[src/rtl/output_layer_pkg.sv]
// Shared types and default parameters for the output-layer classifier.
// Holds the FSM encoding plus the default weight/bias tables.
package output_layer_pkg;

  localparam int N_OUT_DEF = 4;
  localparam int ACC_W_DEF = 12;

  typedef enum logic [1:0] {
    S_IDLE,
    S_ACC,
    S_CMP,
    S_DONE
  } state_t;

  // Row k favours hidden bits 2k and 2k+1.
  localparam logic signed [7:0] W_DEF [4][8] = '{
    '{8'sd16, 8'sd16, -8'sd4, -8'sd4,
      -8'sd4, -8'sd4, -8'sd4, -8'sd4},
    '{-8'sd4, -8'sd4, 8'sd16, 8'sd16,
      -8'sd4, -8'sd4, -8'sd4, -8'sd4},
    '{-8'sd4, -8'sd4, -8'sd4, -8'sd4,
      8'sd16, 8'sd16, -8'sd4, -8'sd4},
    '{-8'sd4, -8'sd4, -8'sd4, -8'sd4,
      -8'sd4, -8'sd4, 8'sd16, 8'sd16}
  };

  localparam logic signed [7:0] B_DEF [4] = '{
    8'sd0, 8'sd0, 8'sd0, 8'sd0
  };

endpackage

[src/rtl/output_mac.sv]
// Accumulate/compare datapath: one weight add per cycle,
// running argmax over neuron scores.
module output_mac #(
  parameter int ACC_W = 12
) (
  input  logic                    clk,
  input  logic                    rst_n,
  input  logic                    init_i,
  input  logic                    add_i,
  input  logic                    cmp_i,
  input  logic                    first_i,
  input  logic                    bit_i,
  input  logic [1:0]              idx_i,
  input  logic signed [7:0]       bias_i,
  input  logic signed [7:0]       term_i,
  output logic signed [ACC_W-1:0] best_score_o,
  output logic [1:0]              best_idx_o
);

  logic signed [ACC_W-1:0] acc_q, acc_d;
  logic signed [ACC_W-1:0] best_q, best_d;
  logic [1:0]              idx_q, idx_d;
  logic signed [ACC_W-1:0] bias_x, term_x;

  assign bias_x = {{(ACC_W-8){bias_i[7]}}, bias_i};
  assign term_x = {{(ACC_W-8){term_i[7]}}, term_i};

  always_comb begin
    acc_d  = acc_q;
    best_d = best_q;
    idx_d  = idx_q;
    if (init_i)
      acc_d = bias_x;
    else if (add_i && bit_i)
      acc_d = acc_q + term_x;
    // Strict compare keeps the lowest index on ties.
    if (cmp_i && (first_i || acc_q > best_q)) begin
      best_d = acc_q;
      idx_d  = idx_i;
    end
  end

  always_ff @(posedge clk) begin
    if (!rst_n) begin
      acc_q  <= '0;
      best_q <= '0;
      idx_q  <= '0;
    end else begin
      acc_q  <= acc_d;
      best_q <= best_d;
      idx_q  <= idx_d;
    end
  end

  assign best_score_o = best_q;
  assign best_idx_o   = idx_q;

endmodule

[src/rtl/tt_um_output_layer.sv]
// Output layer: scores N_OUT neurons serially and reports the argmax.
// Define OUTPUT_LAYER_WEIGHT_LOAD_EN for run-time loadable weights.
module tt_um_output_layer
  import output_layer_pkg::*;
#(
  parameter int N_OUT = N_OUT_DEF,
  parameter int ACC_W = ACC_W_DEF
) (
  input  logic                    clk,
  input  logic                    rst_n,
  input  logic [7:0]              hid_in,
  input  logic                    hid_valid,
  output logic                    hid_ready,
  output logic [1:0]              cls_out,
  output logic signed [ACC_W-1:0] score_out,
  output logic                    out_valid,
  input  logic                    out_ready
`ifdef OUTPUT_LAYER_WEIGHT_LOAD_EN
  ,
  input  logic                    wl_en,
  input  logic [5:0]              wl_addr,
  input  logic signed [7:0]       wl_data
`endif
);

  state_t      state_q, state_d;
  logic [1:0]  k_q, k_d;
  logic [2:0]  bit_q, bit_d;
  logic [7:0]  hid_q, hid_d;
  logic        init, add, cmp;
  logic signed [7:0] bias_sel, term_sel;

  always_comb begin
    state_d = state_q;
    k_d     = k_q;
    bit_d   = bit_q;
    hid_d   = hid_q;
    init    = 1'b0;
    add     = 1'b0;
    cmp     = 1'b0;
    unique case (state_q)
      S_IDLE: begin
        if (hid_valid) begin
          hid_d   = hid_in;
          k_d     = 2'd0;
          bit_d   = 3'd0;
          init    = 1'b1;
          state_d = S_ACC;
        end
      end
      S_ACC: begin
        add   = 1'b1;
        bit_d = bit_q + 3'd1;
        if (bit_q == 3'd7)
          state_d = S_CMP;
      end
      S_CMP: begin
        cmp = 1'b1;
        if (k_q == 2'(N_OUT - 1)) begin
          state_d = S_DONE;
        end else begin
          k_d     = k_q + 2'd1;
          init    = 1'b1;
          state_d = S_ACC;
        end
      end
      S_DONE: begin
        if (out_ready)
          state_d = S_IDLE;
      end
      default: state_d = S_IDLE;
    endcase
  end

  always_ff @(posedge clk) begin
    if (!rst_n) begin
      state_q <= S_IDLE;
      k_q     <= '0;
      bit_q   <= '0;
      hid_q   <= '0;
    end else begin
      state_q <= state_d;
      k_q     <= k_d;
      bit_q   <= bit_d;
      hid_q   <= hid_d;
    end
  end

`ifdef OUTPUT_LAYER_WEIGHT_LOAD_EN
  logic signed [7:0] w_q [N_OUT][8];
  logic signed [7:0] b_q [N_OUT];

  always_ff @(posedge clk) begin
    if (!rst_n) begin
      for (int k = 0; k < N_OUT; k++) begin
        b_q[k] <= B_DEF[k];
        for (int i = 0; i < 8; i++)
          w_q[k][i] <= W_DEF[k][i];
      end
    end else if (wl_en && state_q == S_IDLE) begin
      if (wl_addr < 6'd32)
        w_q[wl_addr[4:3]][wl_addr[2:0]] <= wl_data;
      else if (wl_addr < 6'd36)
        b_q[wl_addr[1:0]] <= wl_data;
    end
  end

  assign bias_sel = b_q[k_d];
  assign term_sel = w_q[k_q][bit_q];
`else
  assign bias_sel = B_DEF[k_d];
  assign term_sel = W_DEF[k_q][bit_q];
`endif

  output_mac #(.ACC_W(ACC_W)) u_mac (
    .clk          (clk),
    .rst_n        (rst_n),
    .init_i       (init),
    .add_i        (add),
    .cmp_i        (cmp),
    .first_i      (k_q == 2'd0),
    .bit_i        (hid_q[bit_q]),
    .idx_i        (k_q),
    .bias_i       (bias_sel),
    .term_i       (term_sel),
    .best_score_o (score_out),
    .best_idx_o   (cls_out)
  );

  assign hid_ready = (state_q == S_IDLE);
  assign out_valid = (state_q == S_DONE);

endmodule

[config.mk]
export PLATFORM = sky130hd
export DESIGN_NAME = tt_um_output_layer
export DESIGN_NICKNAME = d
export VERILOG_FILES = /design/src/rtl/output_layer_pkg.sv /design/src/rtl/output_mac.sv /design/src/rtl/tt_um_output_layer.sv
export SDC_FILE = /design/constraint.sdc
export NUM_CORES = 1
export LEC_CHECK = 0
export CORE_UTILIZATION = 65
export CTS_CLUSTER_SIZE = 14
export DETAILED_ROUTE_END_ITERATION = 8
export DONT_BUFFER_PORTS = 1
export PLACE_DENSITY = 0.82
export REMOVE_ABC_BUFFERS = 1
export SYNTH_ARGS = -nofsm -noshare
export SYNTH_HDL_FRONTEND = slang
export SYNTH_SLANG_ARGS = --single-unit
[constraint.sdc]
create_clock -name clk -period 5.3 [get_ports clk]
set_clock_uncertainty 0.05 [all_clocks]
set_input_delay 0.795 -clock clk [delete_from_list [all_inputs] [get_ports clk]]
set_output_delay 0.795 -clock clk [all_outputs]
set_load 0.05 [all_outputs]
# ---- Word level (Yosys, flattened, before mapping)
# Index checks and enable logic that the tools add are counted.
# Widths: inputs -> output; s select.
dict set report word_totals {
  regBits 41
  wordCells 64
  output_inout_bits 16
  inputBits 12
}
dict set report classes {
  n_eq_ne 8
  reduce_logical 10
  n_lt_le_gt_ge 5
  mux 28
  n_bitwise 3
  addsub 3
}
# op count
set ops {}
lappend ops {{$bmux 64 s2} 1}
lappend ops {{$mux 64} 2}
lappend ops {{$mux 8} 4}
lappend ops {{$bmux 8 s3} 1}
lappend ops {{$mux 12} 2}
lappend ops {{$bmux 8 s2} 1}
lappend ops {{$add 12x8->12} 1}
lappend ops {{$gt 12x12->1} 1}
lappend ops {{$mux 2} 6}
lappend ops {{$pmux 2 s4} 1}
lappend ops {{$eq 2x2->1 const B} 3}
lappend ops {{$ge 3x3->1 const B} 2}
lappend ops {{$not 2->3} 2}
lappend ops {{$pmux 3 s2} 1}
lappend ops {{$mux 1} 5}
lappend ops {{$ge 4x4->1 const B} 1}
lappend ops {{$logic_not 2->1} 2}
lappend ops {{$lt 3x4->1 const B} 1}
lappend ops {{$ne 2x2->1 const B} 2}
lappend ops {{$not 3->4} 1}
lappend ops {{$pmux 2 s2} 1}
lappend ops {{$reduce_and 2->1} 2}
lappend ops {{$reduce_bool 2->1} 2}
lappend ops {{$add 3x1->3 const B} 1}
lappend ops {{10 further kinds} 11}

# ---- Longest topological paths before layout
dict set report logic_depth {
  depth_word 10
  mapped_depth 12
  depth_no_buf 12
}

# ---- Modules after synthesis
# From an unflattened synthesis, not the netlist that was laid out.
dict set report hier_totals {
  hier_cells 319
  area_unflattened_um2 2748.9
}
# mod n_inst area_each_um2 seq_area_each_um2 cells_each
set by_module_without_submodules {}
lappend by_module_without_submodules {output_mac 1 1916.8 520.5 227}
lappend by_module_without_submodules {tt_um_output_layer 1 832.0 300.3 92}

# ---- Least setup slack after synthesis
# No wires, ideal clock.
dict set report synth_timing {
  path_kind {reg2reg}
  startpoint {register k_q[0]}
  endpoint {register u_mac.acc_q[11]}
  n_path_buf 0
  t_arrival_ns 2.831
  path_stages_with_launch 12
  slack_ns 2.303
  required_ns 5.134
  cell_sequence {dfxtp_1 inv_1 ha_1 mux4_2 inv_1 ha_1 a211oi_1 nor3_1 o31ai_1 xnor2_1 a21oi_1 a41o_1}
}
dict set report synth_between {
  elab_chain_cells 10
}
# item line_no
set synth_rtl {}
lappend synth_rtl {{from (decl)} tt_um_output_layer.sv:27} ;# logic [1:0] k_q, k_d;
lappend synth_rtl {{from (signal assigned)} tt_um_output_layer.sv:83} ;# k_q <= k_d;
lappend synth_rtl {{$not 2->3 (implied by the code)} tt_um_output_layer.sv:112} ;# assign term_sel = W_DEF[k_q][bit_q];
lappend synth_rtl {{$bmux 64 s2} tt_um_output_layer.sv:112}
lappend synth_rtl {{$mux 64 (implied by the code) (2 in a row)} tt_um_output_layer.sv:112}
lappend synth_rtl {{$bmux 8 s3} tt_um_output_layer.sv:112}
lappend synth_rtl {{$mux 8 (implied by the code) (2 in a row)} tt_um_output_layer.sv:112}
lappend synth_rtl {{$add 12x8->12} output_mac.sv:35} ;# acc_d = acc_q + term_x;
lappend synth_rtl {{$mux 12} output_mac.sv:34} ;# else if (add_i && bit_i)
lappend synth_rtl {{$mux 12} output_mac.sv:32} ;# if (init_i)
lappend synth_rtl {{to (signal assigned)} output_mac.sv:45} ;# acc_q <= '0;
lappend synth_rtl {{to (signal assigned)} output_mac.sv:49} ;# acc_q <= acc_d;
lappend synth_rtl {{to (decl)} output_mac.sv:20} ;# logic signed [ACC_W-1:0] acc_q, acc_d;
# Several ways; a longest one is shown, not always the timed one. The select of a mux whose other input is x is not followed.
# A chain may end at the register's enable or synchronous reset.

# ---- Worst setup path after layout
# Same ends and word-level chain as after synthesis.

==> flow_summary.toml <==
[worst_setup_path]
slowest_delay_ns = 0.44
critPathKind = "flop to flop"
slowest_stage = "dfxtp_1"
path_max_fanout = 11
r2r-start = "k_q[0]"
r2r-end = "u_mac.acc_q[11]"
cp_data_required_time_ns = 5.50
crit_chain = "inv_1 > ha_1 > mux4_2 > inv_1 > ha_1 > a211oi_1 > nor3_1 > o31ai_1 > xnor2_1 > a21oi_1 > a41o_1"
reg2reg_depth = 11
cp.arrival_ns = 3.52
worstSetupEndpointType = "flop"
critPathLaunchType = "flop"
r2r_slack_ns = 1.97

[grt]
grt_pass1_wl_um = 6603
grt.overflow.total = 0
antenna_found_initial = 0
grt_max_degree = 54
first_global_vias = 1512
grt_usage = 0.2395

[final_layout]
finish.utilization = 0.6977
nFillCells = 281
final_cell_mix = "nand2_1, dfxtp_1, ha_1, inv_1, mux2i_1"
area_growth_pct = 1.887
drive_gt1_frac = 0.03817
final_common_cell = "nand2_1"
num_antenna_cells = 0
fin_nets = 301

[floorplan]
fp.dieW_um = 61.76
num_rows = 21
die-area_mm2 = 0.003814
die_h_um = 61.76
ioPinCount = 28
fp.coreArea_mm2 = 0.003390
start_util = 0.6848

[power_and_ir_drop]
pwr-share-comb = 0.078
swShare = 0.2476
pwr-share-clk = 0.320
p_seq_frac = 0.602
p_int_mw = 0.3592
leakage_nw = 0.9386
p_per_area_mw_per_mm2 = 201.9
p_sw_mw = 0.1182
ir_drop_uv = 182.2

[sta]
finalMaxSlewViolations = 0
setup_violations = 0
tightestPinTransition_ns = 0.9527
min_period_over_period = 0.6275
holdWs_ns = 0.4168
rsz0062_at_grt = "false"
slew_headroom = 0.3625
max_freq_mhz = 300.7
period_needed_ns = 3.326
tns_ns = 0
hold_viol = 0

[run_status]
status = "complete, no violations"

[synth]
synth_cells = 268
yosysWarnings = 0
ys.flop_type = "dfxtp_1"
avgSynthCellArea_um2 = 8.660
synth-edff-count = 0
ys_ff_latch = 37
synthArstFlopShare = 0
netlist_area_mm2 = 0.002321
yosysUniqueCellTypes = 46
yosysSeqAreaShare = 0.3191

[clocking]
post-cts-setup-buffer-count = 0
clk_transition_reported_paths_ns = 0.11
clock-root-buffer = "clkbuf_4"
cts_tree = "done"
numCtsBuffers = 5
clk_latency_ns = 0.34
ctsResizeCount = 0
htreeDepth = 2
clk_path_buf_depth = 2
cts_num_sinks = 37
ctsHoldBuffers = 0

[detailed_routing]
vias = 1734
postRouteAntennaNets = 0
drc = 0
drtIter0Drc = 74
wire_per_inst_um = 13.30
drtPass1Iterations = 4
vias_per_cell = 5.630
wl_um = 4096

[job]
drv_cap = 0

[min_path]
hold_path_depth = 2
hold_path_end = "hid_q[7]"
holdCritPathClass = "flop to flop"
hold_start = "hid_q[7]"

[place]
dp_hpwl_um = 2941
place.gp.congestion = 0.8232
portBuffers = 0
[Yosys cell counts (3+ instances only)]
cell | instances | area share
inv_1 | 18 | 0.029
nor2b_1 | 6 | 0.016
a211oi_1 | 3 | 0.0097
o211ai_1 | 5 | 0.016
a22oi_1 | 3 | 0.0097
mux2i_1 | 14 | 0.060
nand2_1 | 57 | 0.092
a21oi_1 | 7 | 0.015
nor3_1 | 4 | 0.0086
and2_1 | 6 | 0.016
o21ai_0 | 10 | 0.022
a21boi_0 | 12 | 0.039
ha_1 | 26 | 0.14
nor2_1 | 4 | 0.0065
buf_4 | 3 | 0.0097
clkbuf_1 | 9 | 0.015
nand2b_1 | 3 | 0.0081
nand3_1 | 4 | 0.0086
dfxtp_1 | 37 | 0.32
xnor2_1 | 5 | 0.019
[power groups by stage]
stage               clock (mW)  sequential, mW  combinational (mW)
detailed placement           0           0.294              0.0371
global placement             0           0.294              0.0361
global route             0.165           0.288              0.0412
finish                   0.153           0.287              0.0371
CTS                      0.158           0.287              0.0372
floorplan                    0           0.292              0.0313
[worst max-delay path by stage]
stage | startpoint | endpoint | slack [ns] | depth (start not counted)
detailed placement | k_q[0] | u_mac.acc_q[11] | 2.01 | 11
floorplan | k_q[0] | u_mac.acc_q[11] | 2.30 | 11
CTS | k_q[0] | u_mac.acc_q[11] | 1.99 | 11
finish | k_q[0] | u_mac.acc_q[11] | 1.97 | 11
global placement | k_q[0] | u_mac.acc_q[11] | 2.11 | 11
global route | k_q[0] | u_mac.acc_q[11] | 1.75 | 11
[area by class of cell]
| cell class | count | area (um2) | area share |
|---|---|---|---|
| multi-input combinational | 200 | 1444 | 0.6106 |
| sequential | 37 | 740.7 | 0.3132 |
| inverter | 18 | 67.56 | 0.02857 |
| tap | 46 | 57.56 | 0.02434 |
| clock buffer | 7 | 55.05 | 0.02328 |
[state kept, by name (all words and copies together) (netlist names)]
name                cells
state_q                 2
bit_q                   3
hid_q                   8
u_mac.best_score_o     10
u_mac.best_idx_o        2
u_mac.acc_q            10
k_q                     2
[per-layer routing]
metal | vias to the layer above | GRT usage | share of wire
met5 | - | 0 | 0
met3 | 5 | 0.05590 | 0.031
met4 | 0 | 0.1016 | 0.017
met2 | 28 | 0.3825 | 0.45
li1 | 910 | - | -
met1 | 791 | 0.3121 | 0.50
[kinds of logic after synthesis]
kind of cell	count (synthesis)	synth area share
mux	18	0.1024
compound gates	52	0.1520
fa+ha+maj	27	0.1488
xor+xnor	7	0.02642
other cells	1	0.001616
simple gates	94	0.1892
flops	37	0.3191
buf+inv	32	0.06037
[stage by stage]
stage	worst slack, ns	instances	instance area (um2)	power (mW)
6_report	1.974	308	2365	0.4775
4_1_cts	1.992	308	2365	0.4826
2_1_floorplan	2.296	255	2252	0.3237
3_5_place_dp	2.012	301	2310	0.3309
5_1_grt	1.748	308	2365	0.4949
3_3_place_gp	2.115	301	2310	0.3297
[worst max-delay path: cells and delay by family, from the launching register on]
kind	cells	cell delay, ns
AO/OA/AOI/OAI	4	1.01
adder cells (fa/ha/maj)	2	0.53
buffers and inverters	2	0.46
flip-flops	1	0.44
multiplexers	1	0.44
XOR/XNOR	1	0.18
AND/OR/NAND/NOR	1	0.12
No activity file was read; power rests on OpenSTA's default activity.
